$ cat src/rtl/ex_pkg.sv
// Shared definitions for the RV32 execute stage: ALU op codes,
// forwarding select codes and the iterative multiplier state encoding.
package ex_pkg;

    // ALU operation codes driven by the decoder on ALUControlE
    localparam logic [2:0] ALU_ADD  = 3'b000;
    localparam logic [2:0] ALU_SUB  = 3'b001;
    localparam logic [2:0] ALU_AND  = 3'b010;
    localparam logic [2:0] ALU_OR   = 3'b011;
    localparam logic [2:0] ALU_XOR  = 3'b100;
    localparam logic [2:0] ALU_SLT  = 3'b101;
    localparam logic [2:0] ALU_SLTU = 3'b110;
    localparam logic [2:0] ALU_MUL  = 3'b111;

    // Operand forwarding selects; code 2'b11 is treated like FWD_RF
    localparam logic [1:0] FWD_RF  = 2'b00;
    localparam logic [1:0] FWD_WB  = 2'b01;
    localparam logic [1:0] FWD_MEM = 2'b10;

    // Iterative multiplier states
    typedef enum logic [1:0] {
        MUL_IDLE = 2'b00,
        MUL_BUSY = 2'b01,
        MUL_DONE = 2'b10
    } mul_state_t;

endpackage

$ cat src/rtl/ex_stage_if.sv
// Bundle of ID/EX inputs, forwarding inputs, redirect/stall outputs and
// EX/MEM register outputs of the execute stage. The slave modport is the
// execute stage itself; the master modport is whoever drives it.
interface ex_stage_if #(
    parameter int XLEN = 32,
    parameter int RA_W = 5
);
    logic [1:0]      ResultSrcE;
    logic            MemWriteE;
    logic [2:0]      ALUControlE;
    logic            ALUSrcE;
    logic            RegWriteE;
    logic            JumpE;
    logic            BranchE;
    logic            JALRSrcE;
    logic            BranchSrcE;
    logic [XLEN-1:0] PCE;
    logic [XLEN-1:0] PCPlus4E;
    logic [XLEN-1:0] RD1E;
    logic [XLEN-1:0] RD2E;
    logic [XLEN-1:0] ExtImmE;
    logic [RA_W-1:0] RdE;
    logic [1:0]      ForwardAE;
    logic [1:0]      ForwardBE;
    logic [XLEN-1:0] ResultW;

    logic            PCSrcE;
    logic [XLEN-1:0] PCTargetE;
    logic            StallE;
    logic            RegWriteM;
    logic            MemWriteM;
    logic [1:0]      ResultSrcM;
    logic [XLEN-1:0] ALUResultM;
    logic [XLEN-1:0] WriteDataM;
    logic [XLEN-1:0] PCPlus4M;
    logic [RA_W-1:0] RdM;

    modport slave (
        input  ResultSrcE, MemWriteE, ALUControlE, ALUSrcE, RegWriteE,
               JumpE, BranchE, JALRSrcE, BranchSrcE, PCE, PCPlus4E,
               RD1E, RD2E, ExtImmE, RdE, ForwardAE, ForwardBE, ResultW,
        output PCSrcE, PCTargetE, StallE, RegWriteM, MemWriteM, ResultSrcM,
               ALUResultM, WriteDataM, PCPlus4M, RdM
    );

    modport master (
        output ResultSrcE, MemWriteE, ALUControlE, ALUSrcE, RegWriteE,
               JumpE, BranchE, JALRSrcE, BranchSrcE, PCE, PCPlus4E,
               RD1E, RD2E, ExtImmE, RdE, ForwardAE, ForwardBE, ResultW,
        input  PCSrcE, PCTargetE, StallE, RegWriteM, MemWriteM, ResultSrcM,
               ALUResultM, WriteDataM, PCPlus4M, RdM
    );

endinterface

$ cat src/rtl/ex_stage_iter_mul.sv
// Iterative shift-add multiplier (module iter_mul). Operands are latched
// when start is seen in IDLE, then one multiplier bit is consumed per
// BUSY cycle for XLEN cycles, followed by a single DONE cycle in which
// product holds the low XLEN bits of a*b.
module iter_mul
    import ex_pkg::*;
#(
    parameter int XLEN = 32
) (
    input  logic            clk,
    input  logic            rst,
    input  logic            start,
    input  logic [XLEN-1:0] a,
    input  logic [XLEN-1:0] b,
    output logic            busy,
    output logic            done,
    output logic [XLEN-1:0] product
);

    localparam int CW = $clog2(XLEN);

    mul_state_t      state;
    logic [XLEN-1:0] multiplicand;
    logic [XLEN-1:0] multiplier;
    logic [XLEN-1:0] accumulator;
    logic [CW-1:0]   count;

    // FSM plus shift-add datapath; reset abandons any multiply in flight
    always_ff @(posedge clk) begin
        if (!rst) begin
            state        <= MUL_IDLE;
            count        <= '0;
            multiplicand <= '0;
            multiplier   <= '0;
            accumulator  <= '0;
        end else begin
            case (state)
                MUL_IDLE: begin
                    if (start) begin
                        multiplicand <= a;
                        multiplier   <= b;
                        accumulator  <= '0;
                        count        <= '0;
                        state        <= MUL_BUSY;
                    end
                end
                MUL_BUSY: begin
                    if (multiplier[0]) begin
                        accumulator <= accumulator + multiplicand;
                    end
                    multiplicand <= multiplicand << 1;
                    multiplier   <= multiplier >> 1;
                    count        <= count + 1'b1;
                    if (count == CW'(XLEN - 1)) begin
                        state <= MUL_DONE;
                    end
                end
                MUL_DONE: begin
                    state <= MUL_IDLE;
                end
                default: begin
                    state <= MUL_IDLE;
                end
            endcase
        end
    end

    // The start cycle already stalls so the operands stay put while latched
    assign busy    = ((state == MUL_IDLE) && start) || (state == MUL_BUSY);
    assign done    = (state == MUL_DONE);
    assign product = accumulator;

endmodule

$ cat src/rtl/ex_stage.sv
// Execute stage of the 5-stage RV32 pipeline: forwarding muxes, ALU,
// branch/jump resolution and the EX/MEM pipeline register.
// Build option FAST_MUL_EN: when defined, MUL is a single-cycle
// combinational product and StallE is tied low; otherwise MUL uses the
// iterative iter_mul unit and stalls the front of the pipe while it runs.
module ex_stage
    import ex_pkg::*;
#(
    parameter int XLEN = 32,
    parameter int RA_W = 5
) (
    input logic       clk,
    input logic       rst,
    ex_stage_if.slave bus
);

    logic [XLEN-1:0] SrcAE;
    logic [XLEN-1:0] SrcBE;
    logic [XLEN-1:0] WriteDataE;
    logic [XLEN-1:0] diffAB;
    logic [XLEN-1:0] jalrSum;
    logic            ZeroE;
    logic            branchCond;
    logic [XLEN-1:0] aluResultE;
    logic [XLEN-1:0] mulResult;
    logic            StallE;

    logic            regWriteM;
    logic            memWriteM;
    logic [1:0]      resultSrcM;
    logic [XLEN-1:0] aluResultM;
    logic [XLEN-1:0] writeDataM;
    logic [XLEN-1:0] pcPlus4M;
    logic [RA_W-1:0] rdM;

    // Forwarding muxes for both register operands, then the immediate mux
    always_comb begin
        SrcAE      = bus.RD1E;
        WriteDataE = bus.RD2E;
        case (bus.ForwardAE)
            FWD_WB:  SrcAE = bus.ResultW;
            FWD_MEM: SrcAE = aluResultM;
            default: SrcAE = bus.RD1E;
        endcase
        case (bus.ForwardBE)
            FWD_WB:  WriteDataE = bus.ResultW;
            FWD_MEM: WriteDataE = aluResultM;
            default: WriteDataE = bus.RD2E;
        endcase
        SrcBE = bus.ALUSrcE ? bus.ExtImmE : WriteDataE;
    end

    assign diffAB = SrcAE - SrcBE;

`ifdef FAST_MUL_EN
    assign mulResult = SrcAE * SrcBE;
    assign StallE    = 1'b0;
`else
    logic            mulBusy;
    logic            mulDone;
    logic [XLEN-1:0] mulProduct;

    iter_mul #(
        .XLEN (XLEN)
    ) u_mul (
        .clk     (clk),
        .rst     (rst),
        .start   (bus.ALUControlE == ALU_MUL),
        .a       (SrcAE),
        .b       (SrcBE),
        .busy    (mulBusy),
        .done    (mulDone),
        .product (mulProduct)
    );

    assign StallE    = mulBusy;
    assign mulResult = mulDone ? mulProduct : '0;
`endif

    // ALU result selection; all arithmetic wraps at XLEN bits
    always_comb begin
        aluResultE = '0;
        case (bus.ALUControlE)
            ALU_ADD:  aluResultE = SrcAE + SrcBE;
            ALU_SUB:  aluResultE = diffAB;
            ALU_AND:  aluResultE = SrcAE & SrcBE;
            ALU_OR:   aluResultE = SrcAE | SrcBE;
            ALU_XOR:  aluResultE = SrcAE ^ SrcBE;
            ALU_SLT:  aluResultE = {{(XLEN-1){1'b0}}, ($signed(SrcAE) < $signed(SrcBE))};
            ALU_SLTU: aluResultE = {{(XLEN-1){1'b0}}, (SrcAE < SrcBE)};
            ALU_MUL:  aluResultE = mulResult;
            default:  aluResultE = '0;
        endcase
    end

    // Branch/jump resolution: BEQ/BNE from the subtract, JALR clears bit 0
    always_comb begin
        ZeroE         = (diffAB == '0);
        branchCond    = bus.BranchSrcE ? !ZeroE : ZeroE;
        jalrSum       = SrcAE + bus.ExtImmE;
        bus.PCSrcE    = bus.JumpE | (bus.BranchE & branchCond);
        bus.PCTargetE = bus.JALRSrcE ? {jalrSum[XLEN-1:1], 1'b0}
                                     : (bus.PCE + bus.ExtImmE);
    end

    // EX/MEM register: captures E values, or a bubble while stalled
    always_ff @(posedge clk) begin
        if (!rst) begin
            regWriteM  <= 1'b0;
            memWriteM  <= 1'b0;
            resultSrcM <= '0;
            aluResultM <= '0;
            writeDataM <= '0;
            pcPlus4M   <= '0;
            rdM        <= '0;
        end else if (StallE) begin
            regWriteM  <= 1'b0;
            memWriteM  <= 1'b0;
            resultSrcM <= '0;
            aluResultM <= '0;
            writeDataM <= '0;
            pcPlus4M   <= '0;
            rdM        <= '0;
        end else begin
            regWriteM  <= bus.RegWriteE;
            memWriteM  <= bus.MemWriteE;
            resultSrcM <= bus.ResultSrcE;
            aluResultM <= aluResultE;
            writeDataM <= WriteDataE;
            pcPlus4M   <= bus.PCPlus4E;
            rdM        <= bus.RdE;
        end
    end

    assign bus.StallE     = StallE;
    assign bus.RegWriteM  = regWriteM;
    assign bus.MemWriteM  = memWriteM;
    assign bus.ResultSrcM = resultSrcM;
    assign bus.ALUResultM = aluResultM;
    assign bus.WriteDataM = writeDataM;
    assign bus.PCPlus4M   = pcPlus4M;
    assign bus.RdM        = rdM;

endmodule

$ cat src/flat_wrapper.sv
// flat-port wrapper written by rule: the top's interface ports become plain ports
module ex_stage_flat import ex_pkg::*;
#(
    parameter int XLEN = 32,
    parameter int RA_W = 5
)
  (clk, rst, bus_ResultSrcE, bus_MemWriteE, bus_ALUControlE, bus_ALUSrcE, bus_RegWriteE, bus_JumpE, bus_BranchE, bus_JALRSrcE, bus_BranchSrcE, bus_PCE, bus_PCPlus4E, bus_RD1E, bus_RD2E, bus_ExtImmE, bus_RdE, bus_ForwardAE, bus_ForwardBE, bus_ResultW, bus_PCSrcE, bus_PCTargetE, bus_StallE, bus_RegWriteM, bus_MemWriteM, bus_ResultSrcM, bus_ALUResultM, bus_WriteDataM, bus_PCPlus4M, bus_RdM);
  ex_stage_if #(.XLEN(XLEN), .RA_W(RA_W)) bus_i ();
  input logic clk;
  input logic rst;
  input wire logic [$bits(bus_i.ResultSrcE)-1:0] bus_ResultSrcE;
  input wire logic [$bits(bus_i.MemWriteE)-1:0] bus_MemWriteE;
  input wire logic [$bits(bus_i.ALUControlE)-1:0] bus_ALUControlE;
  input wire logic [$bits(bus_i.ALUSrcE)-1:0] bus_ALUSrcE;
  input wire logic [$bits(bus_i.RegWriteE)-1:0] bus_RegWriteE;
  input wire logic [$bits(bus_i.JumpE)-1:0] bus_JumpE;
  input wire logic [$bits(bus_i.BranchE)-1:0] bus_BranchE;
  input wire logic [$bits(bus_i.JALRSrcE)-1:0] bus_JALRSrcE;
  input wire logic [$bits(bus_i.BranchSrcE)-1:0] bus_BranchSrcE;
  input wire logic [$bits(bus_i.PCE)-1:0] bus_PCE;
  input wire logic [$bits(bus_i.PCPlus4E)-1:0] bus_PCPlus4E;
  input wire logic [$bits(bus_i.RD1E)-1:0] bus_RD1E;
  input wire logic [$bits(bus_i.RD2E)-1:0] bus_RD2E;
  input wire logic [$bits(bus_i.ExtImmE)-1:0] bus_ExtImmE;
  input wire logic [$bits(bus_i.RdE)-1:0] bus_RdE;
  input wire logic [$bits(bus_i.ForwardAE)-1:0] bus_ForwardAE;
  input wire logic [$bits(bus_i.ForwardBE)-1:0] bus_ForwardBE;
  input wire logic [$bits(bus_i.ResultW)-1:0] bus_ResultW;
  output wire logic [$bits(bus_i.PCSrcE)-1:0] bus_PCSrcE;
  output wire logic [$bits(bus_i.PCTargetE)-1:0] bus_PCTargetE;
  output wire logic [$bits(bus_i.StallE)-1:0] bus_StallE;
  output wire logic [$bits(bus_i.RegWriteM)-1:0] bus_RegWriteM;
  output wire logic [$bits(bus_i.MemWriteM)-1:0] bus_MemWriteM;
  output wire logic [$bits(bus_i.ResultSrcM)-1:0] bus_ResultSrcM;
  output wire logic [$bits(bus_i.ALUResultM)-1:0] bus_ALUResultM;
  output wire logic [$bits(bus_i.WriteDataM)-1:0] bus_WriteDataM;
  output wire logic [$bits(bus_i.PCPlus4M)-1:0] bus_PCPlus4M;
  output wire logic [$bits(bus_i.RdM)-1:0] bus_RdM;
  assign bus_i.ResultSrcE = bus_ResultSrcE;
  assign bus_i.MemWriteE = bus_MemWriteE;
  assign bus_i.ALUControlE = bus_ALUControlE;
  assign bus_i.ALUSrcE = bus_ALUSrcE;
  assign bus_i.RegWriteE = bus_RegWriteE;
  assign bus_i.JumpE = bus_JumpE;
  assign bus_i.BranchE = bus_BranchE;
  assign bus_i.JALRSrcE = bus_JALRSrcE;
  assign bus_i.BranchSrcE = bus_BranchSrcE;
  assign bus_i.PCE = bus_PCE;
  assign bus_i.PCPlus4E = bus_PCPlus4E;
  assign bus_i.RD1E = bus_RD1E;
  assign bus_i.RD2E = bus_RD2E;
  assign bus_i.ExtImmE = bus_ExtImmE;
  assign bus_i.RdE = bus_RdE;
  assign bus_i.ForwardAE = bus_ForwardAE;
  assign bus_i.ForwardBE = bus_ForwardBE;
  assign bus_i.ResultW = bus_ResultW;
  assign bus_PCSrcE = bus_i.PCSrcE;
  assign bus_PCTargetE = bus_i.PCTargetE;
  assign bus_StallE = bus_i.StallE;
  assign bus_RegWriteM = bus_i.RegWriteM;
  assign bus_MemWriteM = bus_i.MemWriteM;
  assign bus_ResultSrcM = bus_i.ResultSrcM;
  assign bus_ALUResultM = bus_i.ALUResultM;
  assign bus_WriteDataM = bus_i.WriteDataM;
  assign bus_PCPlus4M = bus_i.PCPlus4M;
  assign bus_RdM = bus_i.RdM;
  ex_stage #(.XLEN(XLEN), .RA_W(RA_W)) u_core (.clk(clk), .rst(rst), .bus(bus_i));
endmodule
$ cat config.mk
export PLATFORM = sky130hd
export DESIGN_NAME = ex_stage_flat
export DESIGN_NICKNAME = d
export VERILOG_FILES = /design/src/rtl/ex_pkg.sv /design/src/rtl/ex_stage_if.sv /design/src/rtl/ex_stage_iter_mul.sv /design/src/rtl/ex_stage.sv /design/src/flat_wrapper.sv
export SDC_FILE = /design/constraint.sdc
export NUM_CORES = 1
export LEC_CHECK = 0
export BUFFER_PORTS_ARGS = -buffer_cell sky130_fd_sc_hd__buf_2
export CORE_UTILIZATION = 52
export DETAILED_ROUTE_END_ITERATION = 8
export PLACE_DENSITY_LB_ADDON = 0.1
export SYNTH_ARGS = -nofsm -noshare
export SYNTH_HDL_FRONTEND = slang
export SYNTH_SLANG_ARGS = --single-unit
export TNS_END_PERCENT = 30
$ cat constraint.sdc
create_clock -name clk -period 4.19 [get_ports clk]
set_input_delay 0 -clock clk [delete_from_list [all_inputs] [get_ports clk]]
set_output_delay 0 -clock clk [all_outputs]
set_load 0.05 [all_outputs]
==> After elaboration in Yosys (flattened, before gate mapping) <==
Cells that the tools add are included.
Widths: inputs -> output; s select.
{ "totals": {"register_bits": 208, "inputBits": 215, "out_inout_bits": 139, "word_cells": 73} }
{ "op_classes": {"addsub": 6, "magnitude_cmp": 2, "n_eq_ne": 17, "muxes": 19, "bitwise_logic": 6, "n_reduce_logical": 11} }
{ "ops": {"columns": ["cell", "count"], "rows": [
  ["$pmux 32 s2", 5],
  ["$pmux 32 s8", 1],
  ["$mux 32", 7],
  ["$add 32x32->32", 4],
  ["$lt 32x32->1", 2],
  ["$and 32x32->32", 1],
  ["$logic_not 32->1", 1],
  ["$or 32x32->32", 1],
  ["$sub 32x32->32", 1],
  ["$xor 32x32->32", 1],
  ["$eq 3x3->1 const B", 4],
  ["$pmux 5 s2", 1],
  ["$eq 2x1->1 const B", 3],
  ["$eq 2x2->1 const B", 3],
  ["$eq 3x2->1 const B", 2],
  ["$ne 2x2->1 const B", 3],
  ["$add 5x1->5 const B", 1],
  ["$eq 5x5->1 const B", 1],
  ["$mux 5", 1],
  ["$mux 2", 2],
  ["$pmux 2 s2", 1],
  ["$reduce_and 2->1", 2],
  ["$eq 3x1->1 const B", 1],
  ["$logic_not 3->1", 1],
  ["other kinds (11)", 11]
]} }

==> Depth between registers and ports, before layout <==
{ "depth": {"depth_word": 9, "mapped_depth": 23, "mapped_depth_nobuf": 21} }

==> Hierarchy <==
Synthesis repeated with hierarchy kept, for this count alone.
{ "unflattened": {"cells_unflattened": 2537, "hier_area_um2": 18679.2} }
{ "modules_own_cells": {"columns": ["module", "n_inst", "cells_each", "area_per_inst_um2", "seq_area_each_um2"], "rows": [
  ["ex_stage", 1, 1857, 13187.6, 2102.0],
  ["iter_mul", 1, 680, 5491.5, 2062.0]
]} }

==> Worst setup path after synthesis <==
Ideal clock, no wire load.
{ "synth_path": {"kind": "register to output", "startpoint": "reg u_core.aluResultM[0] (netlist: u_core.bus.ALUResultM[0])", "endpoint": "out bus_PCSrcE", "t_arrival_ns": 4.859, "required_ns": 4.190, "slack_ns": -0.669, "path_stages_with_launch": 20, "path_buffers": 0, "cell_sequence": "dfxtp_1 -> a22oi_1 -> nor2_1 -> a21oi_1 -> o21ai_0 -> ha_1 -> inv_1 -> fa_1 -> a21o_1 -> a31oi_1 -> o21ai_1 -> a21oi_2 -> o32ai_2 -> a21o_2 -> a31oi_1 -> mux2_1 -> a2111oi_0 -> nand4_1 -> mux2i_1 -> a311o_1"} }
{ "synth_between": {"elab_chain_cells": 8, "elab_cells_between_ends": 9, "cone_classes": "add/sub (1); mux (4); bitwise (2); reduce/logical (2)"} }
{ "synth_rtl": {"columns": ["element", "line", "source"], "rows": [
  ["start: declaration", "ex_stage.sv:31", "logic [XLEN-1:0] aluResultM;"],
  ["start signal: assignment", "ex_stage.sv:128", "aluResultM <= aluResultE;"],
  ["$pmux 32 s2", "ex_stage.sv:45", "case (bus.ForwardBE)"],
  ["$mux 32", "ex_stage.sv:50", "SrcBE = bus.ALUSrcE ? bus.ExtImmE : WriteDataE;"],
  ["$sub 32x32->32 (*)", "ex_stage.sv:53", "assign diffAB = SrcAE - SrcBE;"],
  ["$logic_not 32->1 (*)", "ex_stage.sv:98", "ZeroE = (diffAB == '0);"],
  ["$logic_not 1->1", "ex_stage.sv:99", "branchCond = bus.BranchSrcE ? !ZeroE : ZeroE;"],
  ["$mux 1 (*)", "ex_stage.sv:99", null],
  ["$and 1x1->1 (*)", "ex_stage.sv:101", "bus.PCSrcE = bus.JumpE | (bus.BranchE & branchCond);"],
  ["$or 1x1->1 (*)", "ex_stage.sv:101", null],
  ["end: declaration", "flat_wrapper.sv:29", "output wire logic [$bits(bus_i.PCSrcE)-1:0] bus_PCSrcE;"]
]} }
Mark *: on every way between the ends. The rest lies on a longest branch, timed or not.

==> Worst setup path in the final report <==
Ends and elaborated chain as after synthesis.

==> flow_metrics.tcl <==
set metrics [dict create \
    synth.avg_cell_area_um2 7.65 \
    initial_core_util_pct 53.4 \
    ys_seq_area_share_pct 23.0 \
    synth_ff_type "dfxtp_1" \
    ys_ff_latch 208 \
    drive_gt1_share_pct 29.6 \
    grt_pass1_vias 21600 \
    wl_um 84100 \
    power_frac_comb_pct 50.9 \
    internal_power_mw 5.25 \
    drt-pass1-iter-count 9 \
    hp-start "bus_ResultW[15]" \
    crit_fanout 3 \
    dpl_cell_area_um2 22700 \
    synth-edff-count 0 \
    p_seq_share_pct 24.1 \
    num_io_pins 354 \
    hold_viol 0 \
    reg2reg_depth 20 \
    synthTopCellsByArea "dfxtp_1 (23%), ha_1 (13%), a21oi_1 (6.6%), xnor2_1 (4.5%), o21ai_0 (4.4%)" \
    cts_buffer_depth 3 \
    grt_util_met2_pct 68.8 \
    clock-sinks 208 \
    synth_area_um2 18100 \
    p_switching_mw 3.67 \
    final_cell_area_um2 25000 \
    end_kind "output port" \
    fin_nets 3474 \
    synth_nets 2780 \
    skew_ns 0.0111 \
    arrival_ns 5.00 \
    die_h_um 188 \
    grt_max_degree 67 \
    relSlewSlack_pct 31.0 \
    whs_path_depth 6 \
    num_vias 22700 \
    row_count 67 \
    ir_drop_mv 0.412 \
    crit_type "flip-flop to output port" \
    slowest_delay_ns 0.37 \
    h-tree-depth 1 \
    synth_top_area_share_pct 23.0 \
    setup.worst_path.start_class "flip-flop" \
    p_sw_share_pct 41.1 \
    cts_buffers 23 \
    status "complete, but fails checks" \
    clkTransAtPathRegs_ns 0.07 \
    drv_slew 0 \
    die_x_um 188 \
    crit_required_ns 4.19 \
    hpwl_um 60300 \
    path_cells "a22oi_1 -> nor2_1 -> a21oi_2 -> o21ai_2 -> ha_2 -> inv_1 -> fa_2 -> a21o_1 -> a31oi_4 -> o21ai_2 -> a21oi_4 -> o32ai_4 -> a21o_2 -> buf_4 -> a31oi_4 -> mux2_4 -> a2111oi_4 -> nand4_1 -> mux2i_1 -> a311o_2 -> buf_8" \
    p_leak_nw 11.8 \
    drc_errors 3 \
    grt_pass1_wl_um 125000 \
    drt_iter0_markers 3308 \
    violations "DRC, setup timing" \
    numPortBuffers 353 \
    area_delta_synth_final_pct 38.4 \
    place_congestion 1.05 \
    final_cells 3535 \
    setup_violations 3 \
    clock_latency_ns 0.53 \
    rsz0062_at_grt "yes" \
    viasPerCell 6.41 \
    finalSetupTns_ns -0.995 \
    timing.rr.start "u_core.bus.ALUResultM[1]" \
    antenna_found_initial 8 \
    finalCritPeriodShare_pct 119 \
    reg2reg_to "u_core.bus.ALUResultM[31]" \
    timing.fmax_mhz 200 \
    critPathSlowestCell "a311o_2" \
    cts_tree "done" \
    place_ws_ns -0.573 \
    coreArea_um2 33900 \
    async_flop_share_pct 0 \
    synth_cell_types 84 \
    post-place-cells 3384 \
    tightestPinTransition_ns 1.03 \
    wl_per_cell_um 23.8 \
    cts-root-buf "clkbuf_16" \
    postRouteAntennaNets 0 \
    regToRegSetupSlack_ns -0.11 \
    drv_cap 0 \
    min_to "u_core.bus.WriteDataM[15]" \
    syn_inst 2365 \
    fin_total_pwr_mw 8.92 \
    use_met1_pct 59.3 \
    grt_util_all_layers_pct 45.0 \
    met3_usage_pct 10.3 \
    powerDensity_nw_per_um2 356 \
    synth_top_area_cell "dfxtp_1" \
    die_area_um2 35500 \
    ys_warn_count 0 \
    timing.final.ws_setup_ns -0.811 \
    fin_util_pct 73.9 \
    busiest_layer "met2" \
    clockPowerShare_pct 25.1 \
    hold_ws_ns 0.0162 \
    min_path_type "primary input to flip-flop" \
    grt_overflow 0 \
    min_period_ns 5.00 \
]
[power groups by stage]
stage	clock network, mW	logic (mW)	registers, mW
3_3_place_gp	0	4.01	2.18
2_1_floorplan	0	2.21	2.42
6_report	2.24	4.54	2.15
5_1_grt	2.29	4.80	2.15
3_5_place_dp	0	4.04	2.18
4_1_cts	2.20	4.25	2.14
[cell usage in the layout (no fill, tap or decap), types with 10 or more instances in the layout]
| master | n |
|---|---|
| a211oi_1 | 21 |
| a21o_1 | 59 |
| a21oi_1 | 225 |
| a21oi_2 | 13 |
| a221oi_1 | 15 |
| a222oi_1 | 61 |
| a22oi_1 | 78 |
| a31oi_1 | 12 |
| and2_1 | 12 |
| and3_1 | 61 |
| buf_2 | 346 |
| buf_4 | 380 |
| clkbuf_16 | 23 |
| dfxtp_1 | 204 |
| diode_2 | 12 |
| dlygate4sd3_1 | 79 |
| ha_1 | 180 |
| ha_4 | 10 |
| inv_1 | 124 |
| mux2i_1 | 10 |
| nand2_1 | 186 |
| nand2b_1 | 28 |
| nand3_1 | 30 |
| nor2_1 | 179 |
| nor2b_1 | 100 |
| nor3_1 | 29 |
| o21a_1 | 16 |
| o21ai_0 | 128 |
| o21ai_1 | 27 |
| o21ai_2 | 15 |
| o21bai_1 | 30 |
| o22ai_1 | 33 |
| o31ai_1 | 14 |
| or3_1 | 11 |
| xnor2_1 | 90 |
| xor2_1 | 36 |
[cell usage after synthesis, drive strengths merged, types with 25 or more instances]
master	count
a21oi	241
dfxtp	208
ha	195
nand2	189
nor2	182
o21ai	170
inv	127
clkbuf	118
nor2b	103
xnor2	92
a22oi	82
and3	62
a222oi	61
a21o	60
xor2	36
o22ai	33
nor3	32
nand3	31
o21bai	31
buf	29
nand2b	29
a211oi	25
[layer usage]
metal	share of wire [%]	routed length, um	up-vias
met5	0	0	-
met4	5.8	4910	0
met3	13	11300	377
met2	42	35300	1769
met1	39	32600	10500
li1	-	-	10000
[how the worst max path moves through the flow]
| stage | start | end | slack, ns |
|---|---|---|---|
| 2_1_floorplan | u_core.bus.ALUResultM[0] | bus_PCSrcE | -0.11 |
| 4_1_cts | u_core.bus.ALUResultM[0] | bus_PCSrcE | -0.63 |
| 3_3_place_gp | bus_ForwardBE[0] | bus_PCSrcE | -0.48 |
| 3_5_place_dp | bus_ForwardBE[0] | bus_PCSrcE | -0.57 |
| 5_1_grt | u_core.bus.ALUResultM[0] | bus_PCSrcE | -0.92 |
| 6_report | u_core.bus.ALUResultM[0] | bus_PCSrcE | -0.81 |
[registers in the layout, indices dropped and copies added (netlist names)]
register,cells
u_core.bus.ResultSrcM,2
u_core.u_mul.multiplier,32
u_core.bus.PCPlus4M,32
u_core.bus.RegWriteM,1
u_core.u_mul.count,5
u_core.u_mul.state,2
u_core.bus.WriteDataM,32
u_core.u_mul.product,32
u_core.bus.MemWriteM,1
u_core.bus.ALUResultM,32
u_core.u_mul.multiplicand,32
u_core.bus.RdM,5
[critical path: cells and delay by family (launching register included)]
family | cells | cell delay, ns
flip-flops | 1 | 0.35
AND/OR/NAND/NOR | 2 | 0.38
AO/OA/AOI/OAI | 12 | 2.30
buffers and inverters | 3 | 0.34
multiplexers | 2 | 0.51
adder cells (fa/ha/maj) | 2 | 0.58
[repair_timing]
item                                    in CTS  in global routing
hold endpoints to repair                    71                  0
pin swaps                                   27                 48
hold buffers                                79                  0
buffers inserted                             6                 15
gates resized for setup                     59                 90
endpoints found under the setup margin      18                 25
[logic make-up (layout without fill, tap and decap cells)]
group,Yosys count,in the layout,synth area share (%)
buf+inv,277,987,5.90
other cells,0,12,0
compound gates,843,843,31.2
fa+ha+maj,200,200,14.0
flops,208,208,23.0
mux,11,11,0.616
xor+xnor,128,128,6.20
simple gates,698,698,19.0
[area by class of cell]
type	count	area [um^2]
fill	2563	8830
antenna	12	30.0
timing repair buffer	816	5510
multi-input combinational	1880	13500
clock buffer	30	642
clock inverter	11	168
sequential	208	4170
inverter	130	488
tap	448	561
No activity file was read; power rests on OpenSTA's default activity.
